[config.mk]
export PLATFORM = sky130hd
export DESIGN_NAME = cr_pipe_credit_fifo_flat
export DESIGN_NICKNAME = d
export VERILOG_FILES = /design/src/rtl/cr_pipe_credit_fifo_if.sv /design/src/rtl/cr_pipe_credit_fifo.sv /design/src/flat_wrapper.sv
export SDC_FILE = /design/constraint.sdc
export NUM_CORES = 1
export LEC_CHECK = 0
export BUFFER_PORTS_ARGS = -buffer_cell sky130_fd_sc_hd__clkbuf_2
export CORE_MARGIN = 2
export CORE_UTILIZATION = 45
export CTS_BUF_LIST = sky130_fd_sc_hd__clkbuf_8
export CTS_CLUSTER_DIAMETER = 200
export DETAILED_ROUTE_END_ITERATION = 10
export GPL_TIMING_DRIVEN = 0
export SKIP_LAST_GASP = 1
export SYNTH_ARGS = -nofsm -noshare
export SYNTH_HDL_FRONTEND = slang
export SYNTH_SLANG_ARGS = --single-unit
[constraint.sdc]
create_clock -name Clk -period 4.3 [get_ports Clk]
set_input_delay 0.43 -clock Clk [delete_from_list [all_inputs] [get_ports Clk]]
set_output_delay 0.43 -clock Clk [all_outputs]
set_load 0.02 [all_outputs]
[src/rtl/cr_pipe_credit_fifo_if.sv]
// rtl/cr_pipe_credit_fifo_if.sv - issue/credit, arrival and head-of-buffer signals of cr_pipe_credit_fifo
interface cr_pipe_credit_fifo_if #(
  parameter int pWidth = 10,
  parameter int pDepth = 4
);
  localparam int LW = $clog2(pDepth + 1);

  logic              Issue;
  logic              CanIssue;
  logic              DVld;
  logic [pWidth-1:0] D;
  logic              QVld;
  logic              QRdy;
  logic [pWidth-1:0] Q;
  logic [LW-1:0]     Level;
  logic              Err;

  // producer/consumer side
  modport master (
    output Issue, DVld, D, QRdy,
    input  CanIssue, QVld, Q, Level, Err
  );

  // buffer side
  modport slave (
    input  Issue, DVld, D, QRdy,
    output CanIssue, QVld, Q, Level, Err
  );
endinterface

[src/rtl/cr_pipe_credit_fifo.sv]
// rtl/cr_pipe_credit_fifo.sv - credit-tracked output buffer behind a non-stalling pipe; sticky Err under CR_PIPE_CREDIT_FIFO_ERR_EN
module cr_pipe_credit_fifo #(
  parameter int pWidth = 10,
  parameter int pDepth = 4
) (
  input logic               Clk,
  input logic               Rst_n,
  cr_pipe_credit_fifo_if.slave bus
);
  localparam int CW     = $clog2(pDepth + 1);
  localparam int PW     = (pDepth > 1) ? $clog2(pDepth) : 1;
  localparam int LAST_I = pDepth - 1;
  localparam logic [PW-1:0] LAST_PTR = LAST_I[PW-1:0];
  localparam logic [CW:0]   DEPTH_X  = pDepth[CW:0];
  localparam logic [CW-1:0] DEPTH_C  = pDepth[CW-1:0];

  logic [pWidth-1:0] mem [pDepth];
  logic [PW-1:0]     wr_ptr;
  logic [PW-1:0]     rd_ptr;
  logic [CW-1:0]     count;
  logic [CW-1:0]     inflight;
  logic              can_issue;
  logic              issue_ok;
  logic              rd;
  logic              wr;

  // Credits cover both buffered items and items still travelling in the pipe,
  // so every in-flight item is guaranteed a slot. Registers only feed can_issue.
  always_comb begin
    can_issue = ({1'b0, count} + {1'b0, inflight}) < DEPTH_X;
    issue_ok  = bus.Issue && can_issue;
    rd        = (count != '0) && bus.QRdy;
    wr        = bus.DVld && ((count < DEPTH_C) || rd);
  end

  assign bus.CanIssue = can_issue;
  assign bus.QVld     = (count != '0);
  assign bus.Q        = mem[rd_ptr];
  assign bus.Level    = count;

  // Storage write; cleared on reset so Q reads 0 until the first write
  always_ff @(posedge Clk or negedge Rst_n) begin
    if (!Rst_n) begin
      for (int i = 0; i < pDepth; i++) mem[i] <= '0;
    end else if (wr) begin
      mem[wr_ptr] <= bus.D;
    end
  end

  // Pointers wrap at pDepth-1 so any depth, not only powers of two, works
  always_ff @(posedge Clk or negedge Rst_n) begin
    if (!Rst_n) begin
      wr_ptr <= '0;
      rd_ptr <= '0;
    end else begin
      if (wr) wr_ptr <= (wr_ptr == LAST_PTR) ? '0 : wr_ptr + 1'b1;
      if (rd) rd_ptr <= (rd_ptr == LAST_PTR) ? '0 : rd_ptr + 1'b1;
    end
  end

  // Occupancy: simultaneous write and read cancel, including when full
  always_ff @(posedge Clk or negedge Rst_n) begin
    if (!Rst_n) begin
      count <= '0;
    end else if (wr && !rd) begin
      count <= count + 1'b1;
    end else if (rd && !wr) begin
      count <= count - 1'b1;
    end
  end

  // In-flight tracking: rejected issues are ignored, unexpected arrivals saturate at 0
  always_ff @(posedge Clk or negedge Rst_n) begin
    if (!Rst_n) begin
      inflight <= '0;
    end else if (issue_ok && !bus.DVld) begin
      inflight <= inflight + 1'b1;
    end else if (!issue_ok && bus.DVld && (inflight != '0)) begin
      inflight <= inflight - 1'b1;
    end
  end

`ifdef CR_PIPE_CREDIT_FIFO_ERR_EN
  logic err_q;

  // Sticky protocol error: issue without credit, dropped arrival, or arrival with nothing in flight
  always_ff @(posedge Clk or negedge Rst_n) begin
    if (!Rst_n) begin
      err_q <= 1'b0;
    end else if ((bus.Issue && !can_issue) ||
                 (bus.DVld && !wr) ||
                 (bus.DVld && (inflight == '0))) begin
      err_q <= 1'b1;
    end
  end

  assign bus.Err = err_q;
`else
  assign bus.Err = 1'b0;
`endif
endmodule

[src/flat_wrapper.sv]
// flat-port wrapper written by rule: the top's interface ports become plain ports
module cr_pipe_credit_fifo_flat 
#(
  parameter int pWidth = 10,
  parameter int pDepth = 4
)
  (Clk, Rst_n, bus_Issue, bus_DVld, bus_D, bus_QRdy, bus_CanIssue, bus_QVld, bus_Q, bus_Level, bus_Err);
  cr_pipe_credit_fifo_if #(.pWidth(pWidth), .pDepth(pDepth)) bus_i ();
  input logic Clk;
  input logic Rst_n;
  input wire logic [$bits(bus_i.Issue)-1:0] bus_Issue;
  input wire logic [$bits(bus_i.DVld)-1:0] bus_DVld;
  input wire logic [$bits(bus_i.D)-1:0] bus_D;
  input wire logic [$bits(bus_i.QRdy)-1:0] bus_QRdy;
  output wire logic [$bits(bus_i.CanIssue)-1:0] bus_CanIssue;
  output wire logic [$bits(bus_i.QVld)-1:0] bus_QVld;
  output wire logic [$bits(bus_i.Q)-1:0] bus_Q;
  output wire logic [$bits(bus_i.Level)-1:0] bus_Level;
  output wire logic [$bits(bus_i.Err)-1:0] bus_Err;
  assign bus_i.Issue = bus_Issue;
  assign bus_i.DVld = bus_DVld;
  assign bus_i.D = bus_D;
  assign bus_i.QRdy = bus_QRdy;
  assign bus_CanIssue = bus_i.CanIssue;
  assign bus_QVld = bus_i.QVld;
  assign bus_Q = bus_i.Q;
  assign bus_Level = bus_i.Level;
  assign bus_Err = bus_i.Err;
  cr_pipe_credit_fifo #(.pWidth(pWidth), .pDepth(pDepth)) u_core (.Clk(Clk), .Rst_n(Rst_n), .bus(bus_i));
endmodule
==> out/qor.yml <==
outcome:
  outcome: "complete, no violations"
synth:
  synth_xor_xnor_area_share: 0.0186
  synthSimpleGateAreaFrac: 0.0510
  synth_top_area_frac: 0.531
  synth.largest_area_cell: "dfrtp_1"
  synth_seq_area_share: 0.531
  avgSynthCellArea_sq_um: 15.2
  synth_top_family_by_area: "multiplexers"
  synth_compound_area_frac: 0.0266
  synth_commonest_cells: "50 x dfrtp_1, 42 x mux2_2, 10 x mux4_2"
  synth_area_leaders: "dfrtp_1 53%, mux2_2 20%, mux4_2 9.6%"
  ys_warn_count: 0
  yosys.cell_count.top_type: "dfrtp_1"
  ys_ff_latch: 50
  synth-edff-count: 0
  synthMuxAreaShare: 0.296
  synth_nets: 180
  synthAdderAreaFrac: 0.0595
  syn-cell-area_sq_mm: 0.00235
  synthCells: 155
  synth-main-ff-cell: "dfrtp_1"
  ys_types: 31
  synthArstFlopShare: 1.00
drt:
  dr.first_iter.drc_count: 52
  drc: 0
  vias: 1379
  wl_per_cell_microns: 16.9
  ant_nets: 0
  drt_first_pass_iters: 4
  drt_wl_total_microns: 4440
  vias_per_cell: 5.26
timing:
  hold_viol_final: 0
  min_period_over_period: 0.634
  setup_viol: 0
  clock_skew_ns: 0.00446
  worst_slew_pin_slew_ns: 1.22
  fin_setup_tns_ns: 0
  maxSlewViolCount: 0
  setup_ws_ns: 1.57
  hold-worst-slack_ns: 0.377
  grt_setup_unrepaired: "no"
  clock.fmax_mhz: 367
  slew_headroom: 0.188
  min_period_ns: 2.73
clock_network:
  cts_made_buffers: 5
  ctsHtreeMaxLevel: 2
  clk_pin_slew_ns: 0.08
  clk_latency_ns: 0.29
  cts_tree: "yes"
  clk_path_buf_depth: 2
  cts_root_buffer: "clkbuf_8"
  cts_setup_buffers: 0
  ctsResizeCount: 0
  clock-sinks: 50
  cts-hold-fix-buffers: 0
floorplanning:
  ioPinCount: 31
  die_area_sq_mm: 0.00583
  die_y_microns: 76.3
  die_w_microns: 76.3
  rows: 26
  initial_core_util: 0.464
  core-area_sq_mm: 0.00507
power:
  p_comb_frac: 0.479
  irDropWorstVdd_mv: 0.309
  leakagePower_nw: 1.22
  swShare: 0.373
  switchingPower_uw: 818
  power_frac_clock: 0.123
  p_int_mw: 1.37
  seq_power_share: 0.398
  powerDensity_mw_per_mm2: 818
cells_and_area:
  diodes: 0
  stdcell_area_sq_mm: 0.00268
  syn_to_final_growth_pct: 13.8
  num-nets-final: 216
  stdcell_count: 262
  layout-drive-gt1-share: 0.505
global_route:
  grt_usage: 0.168
  grt_max_degree: 51
  antenna_found_initial: 0
  grt_pass1_wl_microns: 7600
  grt_pass1_vias: 1537
  overflow: 0
setup_path:
  ff2ff_setup_slack_ns: 1.57
  cpLargestDelayFamily: "simple AND/OR/NAND/NOR gates"
  cp_max_fo: 5
  timing.rr.end: "u_core.inflight[1]$_DFFE_PN0P_"
  cp-end-kind: "register"
  r2r_cells: 8
  path_cells: "ha_1, or4b_4, or3_4, fa_1, inv_1, nor3_1, a21oi_1, o221ai_1"
  crit_cells: 8
  critPathLaunchType: "register"
  required_ns: 4.50
  cp.arrival_ns: 2.93
  r2r_start: "u_core.bus.Level[2]$_DFFE_PN0P_"
  timing.critical_path.buf_inv: 1
  worstSetupPathType: "reg -> reg"
  cp_slowest_cell: "or4b_4"
  cp_slowest_stage_delay_ns: 0.50
place:
  dpl_cell_area_sq_mm: 0.00259
  gp_congestion: 0.718
  dp_slack_ns: 1.58
  port_buffers: 29
  dpl.cell_count: 254
  dp_hpwl_microns: 3140
min_path:
  hp-class: "in -> async"
job:
  cap_violations: 0
==> flip-flops by register name, summed over array words and instances (netlist names) <==
register          cells
u_core.bus.Level      3
u_core.wr_ptr         2
u_core.mem           40
u_core.rd_ptr         2
u_core.inflight       3
==> final cells by class <==
cell class,instances,area [sq um]
well taps,70,87.6
inverters,5,18.8
repair buffers,29,145
flip-flops and latches,50,1250
plain buffers,3,16.3
fillers,448,2400
clock inverters,2,8.76
clock buffers,6,82.6
multi-input cells,97,1070
==> metrics by stage <==
stage / total power [mW] / util
floorplan: 1.64 / -
global placement: 1.86 / 0.510
detailed placement: 1.95 / 0.510
CTS: 2.23 / 0.528
global route: 2.35 / 0.528
finish: 2.19 / 0.528
==> worst reg2reg max path: stages (launching register included) <==
cell,delay [ns]
dfrtp_1,0.45
ha_1,0.34
or4b_4,0.50
or3_4,0.35
fa_1,0.49
inv_1,0.06
nor3_1,0.19
a21oi_1,0.07
o221ai_1,0.19
==> power groups by stage <==
stage	Clock [mW]	Combinational (mW)	Sequential, mW
after floorplan	0	0.796	0.846
after global placement	0	1.01	0.851
after detailed placement	0	1.07	0.883
after CTS	0.280	1.07	0.874
after global routing	0.300	1.15	0.907
final	0.270	1.05	0.872
==> layer usage <==
| metal | GRT usage | up-vias | routed length [microns] |
|---|---|---|---|
| met5 | 0 | - | 0 |
| met4 | 0.0600 | 0 | 65 |
| li1 | - | 637 | - |
| met2 | 0.302 | 25 | 2390 |
| met1 | 0.200 | 712 | 1840 |
| met3 | 0.0332 | 5 | 144 |
==> worst max-delay path by stage <==
| stage | start | end |
|---|---|---|
| final | u_core.bus.Level[2]$_DFFE_PN0P_ | u_core.inflight[1]$_DFFE_PN0P_ |
| after global routing | u_core.bus.Level[2]$_DFFE_PN0P_ | u_core.inflight[1]$_DFFE_PN0P_ |
| after CTS | u_core.bus.Level[2]$_DFFE_PN0P_ | u_core.inflight[1]$_DFFE_PN0P_ |
| after detailed placement | u_core.bus.Level[2]$_DFFE_PN0P_ | u_core.inflight[1]$_DFFE_PN0P_ |
| after global placement | u_core.bus.Level[2]$_DFFE_PN0P_ | u_core.inflight[1]$_DFFE_PN0P_ |
| after floorplan | u_core.bus.Level[2]$_DFFE_PN0P_ | u_core.inflight[1]$_DFFE_PN0P_ |
==> cell usage in the layout, fill, tap and decap left out, types with 3 or more instances in the layout <==
cell,netlist,layout
inv_1,5,6
mux4_2,10,10
nand2_2,4,4
mux2_2,42,42
xor2_1,4,4
clkbuf_2,0,29
ha_1,8,8
dfrtp_1,50,50
o21ai_0,3,3
clkbuf_8,0,6
nand2_1,4,4
==> kinds of logic (layout without fill, tap and decap cells) <==
group,count (synthesis),in the layout
muxes,52,52
and+or+nand+nor,20,20
xor gates and xnor gates,5,5
adders and majority gates,10,10
AOI/OAI and AO/OA,9,9
DFF,50,50
other,1,1
buffers and inverters,8,45
Power figures use the tool's default switching activity.
